===== src/rtl/subleq_core.sv =====
`default_nettype none
// ============================================================================
//  Module   : subleq_core
//  Summary  : SUBLEQ execution engine mastering an 8x256 1R/1W RAM.
//             mem[B] <= mem[B] - mem[A]; branch to C when the result is <= 0.
//             Optional retired-instruction counter: define SUBLEQ_ICNT_EN.
//  Revision : 1.0  initial release
// ============================================================================
module subleq_core #(
    parameter logic [7:0] RESET_PC = 8'h00
) (
    input  logic        clk,
    input  logic        rst_n,
    input  logic        run,
    output logic [7:0]  ram_radr,
    input  logic [7:0]  ram_rdata,
    output logic [7:0]  ram_wadr,
    output logic [7:0]  ram_wdata,
    output logic        ram_wen,
    output logic        halted,
`ifdef SUBLEQ_ICNT_EN
    output logic [15:0] icnt,
`endif
    output logic [7:0]  pc
);

    typedef enum logic [2:0] {
        S_IDLE   = 3'd0,
        S_GET_A  = 3'd1,
        S_GET_B  = 3'd2,
        S_GET_C  = 3'd3,
        S_GET_VA = 3'd4,
        S_EXEC   = 3'd5,
        S_HALT   = 3'd6
    } state_t;

    localparam logic [7:0] c_pc_step = 8'd3;

    state_t     r_state;
    state_t     w_state_nxt;
    logic [7:0] r_pc;
    logic [7:0] r_a_adr;
    logic [7:0] r_b_adr;
    logic [7:0] r_c_adr;
    logic [7:0] r_a_val;
    logic       r_halted;

    logic [7:0] w_res;
    logic       w_le;
    logic [7:0] w_npc;
    logic       w_halt_hit;

    // Sign test is on the wrapped 8-bit result only; no overflow correction.
    assign w_res      = ram_rdata - r_a_val;
    assign w_le       = (w_res == 8'h00) || w_res[7];
    assign w_npc      = w_le ? r_c_adr : (r_pc + c_pc_step);
    assign w_halt_hit = w_le && (r_c_adr == r_pc);

    assign pc     = r_pc;
    assign halted = r_halted;

    always_ff @(posedge clk or negedge rst_n) begin
        if (!rst_n) begin
            r_state <= S_IDLE;
        end else begin
            r_state <= w_state_nxt;
        end
    end

    always_comb begin
        w_state_nxt = r_state;
        ram_radr    = r_pc;
        ram_wen     = 1'b0;
        ram_wadr    = 8'h00;
        ram_wdata   = 8'h00;
        case (r_state)
            S_IDLE: begin
                if (run && !r_halted) begin
                    w_state_nxt = S_GET_A;
                end
            end
            S_GET_A: begin
                ram_radr    = r_pc + 8'd1;
                w_state_nxt = S_GET_B;
            end
            S_GET_B: begin
                ram_radr    = r_pc + 8'd2;
                w_state_nxt = S_GET_C;
            end
            S_GET_C: begin
                ram_radr    = r_a_adr;
                w_state_nxt = S_GET_VA;
            end
            S_GET_VA: begin
                ram_radr    = r_b_adr;
                w_state_nxt = S_EXEC;
            end
            S_EXEC: begin
                // Next fetch address goes out with the write; the RAM forwards
                // the new data if the instruction rewrote its successor.
                ram_wen   = 1'b1;
                ram_wadr  = r_b_adr;
                ram_wdata = w_res;
                ram_radr  = w_npc;
                if (w_halt_hit) begin
                    w_state_nxt = S_HALT;
                end else if (run) begin
                    w_state_nxt = S_GET_A;
                end else begin
                    w_state_nxt = S_IDLE;
                end
            end
            S_HALT: begin
                w_state_nxt = S_HALT;
            end
            default: begin
                w_state_nxt = S_IDLE;
            end
        endcase
    end

    always_ff @(posedge clk or negedge rst_n) begin
        if (!rst_n) begin
            r_pc     <= RESET_PC;
            r_a_adr  <= 8'h00;
            r_b_adr  <= 8'h00;
            r_c_adr  <= 8'h00;
            r_a_val  <= 8'h00;
            r_halted <= 1'b0;
        end else begin
            case (r_state)
                S_GET_A:  r_a_adr <= ram_rdata;
                S_GET_B:  r_b_adr <= ram_rdata;
                S_GET_C:  r_c_adr <= ram_rdata;
                S_GET_VA: r_a_val <= ram_rdata;
                S_EXEC: begin
                    r_pc <= w_npc;
                    if (w_halt_hit) begin
                        r_halted <= 1'b1;
                    end
                end
                default: ;
            endcase
        end
    end

`ifdef SUBLEQ_ICNT_EN
    localparam logic [15:0] c_icnt_max = 16'hFFFF;

    logic [15:0] r_icnt;

    always_ff @(posedge clk or negedge rst_n) begin
        if (!rst_n) begin
            r_icnt <= 16'h0000;
        end else if ((r_state == S_EXEC) && (r_icnt != c_icnt_max)) begin
            r_icnt <= r_icnt + 16'd1;
        end
    end

    assign icnt = r_icnt;
`endif

endmodule
`default_nettype wire


===== config.mk =====
export PLATFORM = sky130hd
export DESIGN_NAME = subleq_core
export DESIGN_NICKNAME = d
export VERILOG_FILES = /design/src/rtl/subleq_core.sv
export SDC_FILE = /design/constraint.sdc
export NUM_CORES = 1
export LEC_CHECK = 0
export CAP_MARGIN = 20
export CORE_MARGIN = 1
export CORE_UTILIZATION = 25
export DETAILED_ROUTE_END_ITERATION = 8
export PLACE_DENSITY = 0.46
export SETUP_SLACK_MARGIN = 0.05
export SYNTH_ARGS = -nofsm -noshare
export SYNTH_HDL_FRONTEND = slang
export SYNTH_SLANG_ARGS = --single-unit
export TNS_END_PERCENT = 100

===== constraint.sdc =====
create_clock -name clk -period 5.1 [get_ports clk]
set_input_delay 0.765 -clock clk [delete_from_list [all_inputs] [get_ports clk]]
set_output_delay 0.765 -clock clk [all_outputs]
set_load 0.005 [all_outputs]

==> results by group <==
Setup path
  – CP Class: in -> out
  – Slowest library cell on the worst path: clkdlybuf4s50_1
  – CP max FO: 8
  – Reg2Reg Setup Slack: 2260 ps
  – CP peak stage delay: roughly 520 ps
  – CP bufs+invs: 3
  – Startpoint Class: primary input
  – Crit path DAT: 4080 ps
  – Crit path capture type: output pin
  – Critical R2R Launch: r_a_val[0]
  – Worst EP required: between 4000 and 5000 ps
  – Reg2reg path depth: 9
  – Critical R2R Capture: r_state[0]
  – CP delay by family, top: buffers and inverters
  – Cells along the critical path: clkdlybuf4s50_1 > inv_1 > ha_1 > fa_1 > or2b_1 > a21oi_1 > mux2i_1 > nand2_1 > o21ai_4 > mux2i_1 > o221ai_1 > clkdlybuf4s50_1

Routing
  – Wire per inst: 16.8 um
  – Total routed wirelength: ~9000 um
  – Drt drc: 0
  – Iter 0 DRT Violations: 88
  – Detailed Routing Iterations Pass 1: 4
  – Via Count: between 2,000 and 3,000
  – Antenna viol nets, final: 0
  – Vias per Instance: 4.91

Place
  – Buffers added on ports: 44
  – GPL Wtd Cong: 0.842
  – DP Worst Slack: 228 ps
  – Post-DP HPWL: 6580 um
  – Post-Place Cells: 528

Timing
  – Final setup violation count: 0
  – Maximum clock rate: a little over 200 MHz
  – Clock period minus worst slack: 4840 ps
  – Unrepaired setup endpoints after global routing: no
  – Setup TNS: 0 ps
  – Fin. max-slew vios: 0
  – Clk_skew: between 8 and 9 ps
  – Least-Margin Pin Slew: 901 ps
  – Post-route setup slack: between 200 and 300 ps
  – Fin Hold WS: between 300 and 400 ps
  – Period utilization: 0.950
  – Hold Violations, Final: 0
  – Relative slew slack: 0.399

Clocking
  – Post_cts resized: 0
  – Total CTS buffers: 5
  – H-tree depth: 2
  – Post-CTS setup buffer count: 0
  – Longest Clk Path Bufs: 2
  – Clock Latency Late Sink: 290 ps
  – CTS tree: built
  – CTS sink cnt: 44
  – Clk root buf: clkbuf_16
  – CTS Hold Bufs: 0
  – CTS clk-pin slew, worst paths: 70 ps

Die
  – Area of the core: 11,700 sq um
  – Die height: 112 um
  – Top Ports: 45
  – Total die area: 12,600 sq um
  – Placement Rows: 39
  – Initial Util: 0.261
  – DIE WIDTH: between 100 and 150 um

GRT
  – GRT Total Usage: 0.154
  – Vias in the first global route: 2,781
  – Global-route wire length before repair: 15,100 um
  – Largest net degree at the start of global routing: 45
  – Total congestion overflow: 0
  – Initial antenna violation count: 0

Synth
  – Area of the mapped netlist: around 3000 sq um
  – Mapped Nets: between 300 and 400
  – Largest cells by area after synthesis: dfrtp_1, mux2_2, ha_1, nand2_1, o21ai_0
  – Synth top area share: 0.362
  – Synth Area per Inst: 8.58 sq um
  – Sequential share of the synthesized area: 0.362
  – Register bit count reported by yosys: 44
  – Synth Instances: between 300 and 400
  – Ys Warns: 0
  – Commonest cells in the synthesized netlist: dfrtp_1, nand2_1, nor2_1, o21ai_0, a21oi_1
  – Post-synth top area cell: dfrtp_1
  – Synth cell types: between 40 and 50
  – Post-synth ARST share: 1.00
  – Number of enable flip-flop cells after synthesis: 0
  – Top_reg_cell synth: dfrtp_1
  – Most common cell in the netlist: dfrtp_1

Final layout
  – Ant diodes: 0
  – Fillers: 1,238
  – Core Util, Final: 0.326
  – Nets: 416
  – Share of layout cells above drive strength 1: 0.112
  – Final std cells w/o fill: 537
  – Area Overhead vs Synth: 24.7%

Power
  – Leakage: ~1.7 nW
  – Comb pwr share: 0.076
  – Fraction of power consumed by sequential logic: 0.475
  – Switch Pwr: 0.176 mW
  – IR drop worst, VDD: around 0.00012 V
  – Int Power: approximately 0.57 mW
  – Pwr/cell area: 197 nW/um^2
  – Clock Power Share: 0.449
  – Switching share of total power: 0.236

Min path
  – Hold WC Path Type: in -> async

Flow run
  – Maxcap violations: 0

Outcome
  – Run status: finished clean
-- cell type report --
cell class / instances / area [sq um] / share of cell area
repair buffers: 53 / 515 / 0.136
multi-input cells: 265 / 1760 / 0.464
flip-flops and latches: 44 / 1100 / 0.290
well taps: 143 / 179 / 0.0471
clock buffers: 7 / 143 / 0.0376
inverters: 24 / 90.1 / 0.0237
clock inverters: 1 / 7.51 / 0.00198
-- power groups by stage --
stage / Sequential [mW] / Combinational, mW / Clock (mW)
2_1_floorplan: 0.360 / 0.0270 / 0
3_5_place_dp: 0.361 / 0.0558 / 0
3_3_place_gp: 0.361 / 0.0555 / 0
4_1_cts: 0.354 / 0.0560 / 0.346
6_report: 0.354 / 0.0567 / 0.336
5_1_grt: 0.354 / 0.0626 / 0.360
-- metrics by stage --
stage / instance area, sq um / total power, mW
global placement: 3630 / 0.417
detailed placement: 3630 / 0.417
floorplan: 3050 / 0.387
CTS: 3780 / 0.757
global route: 3800 / 0.777
finish: 3800 / 0.747
-- layout by cell type, fill, tap and decap left out, types with 11 or more instances in the layout --
cell type,n
nand3_1,12
mux2i_1,13
o21ai_0,27
a21oi_1,25
mux2_2,19
nand2_1,36
clkdlybuf4s50_1,43
xnor2_1,11
ha_1,11
inv_1,24
dfrtp_1,44
nor2_1,34
xor2_1,14
-- worst max path at each step --
stage | startpoint | slack [ps] | depth (start not counted) | endpoint
floorplan | ram_rdata[0] | 1550 | 11 | ram_radr[6]
global placement | ram_rdata[0] | 310 | 13 | ram_radr[4]
detailed placement | ram_rdata[0] | 230 | 13 | ram_radr[4]
CTS | ram_rdata[0] | 220 | 13 | ram_radr[4]
global route | ram_rdata[0] | 60 | 13 | ram_radr[4]
finish | ram_rdata[0] | 260 | 12 | ram_radr[1]
-- flip-flops by register name, indices dropped and copies added, names as in the netlist --
signal   flops
r_c_adr      8
halted       1
r_b_adr      8
r_state      3
r_a_adr      8
pc           8
r_a_val      8
-- kinds of logic (layout without fill, tap and decap cells) --
family,Yosys count,in the layout,share of synthesized area
AND/OR/NAND/NOR,110,110,0.161
AO/OA/AOI/OAI,85,85,0.175
buffers and inverters,46,85,0.0600
flip-flops,44,44,0.362
multiplexers,32,32,0.113
XOR/XNOR,26,26,0.0772
adder cells (fa/ha/maj),12,12,0.0518
-- worst reg2reg max path: stages (launching register included) --
cell     delay (ps)
dfrtp_1         380
ha_1            210
fa_1            400
or2b_1          250
a21oi_1         170
mux2i_1         250
nand2_1         140
o21ai_4         370
nand3_2         180
a311o_1         380
-- layer usage --
| layer | share of wire | wire, um | up-vias | track usage |
|---|---|---|---|---|
| li1 | - | - | 1311 | - |
| met1 | 0.49 | 4380 | 1249 | 0.214 |
| met2 | 0.46 | 4180 | 65 | 0.251 |
| met3 | 0.038 | 342 | 9 | 0.0211 |
| met4 | 0.013 | 114 | 0 | 0.0418 |
| met5 | 0 | 0 | - | 0 |
(Power assumes the default switching activity.)
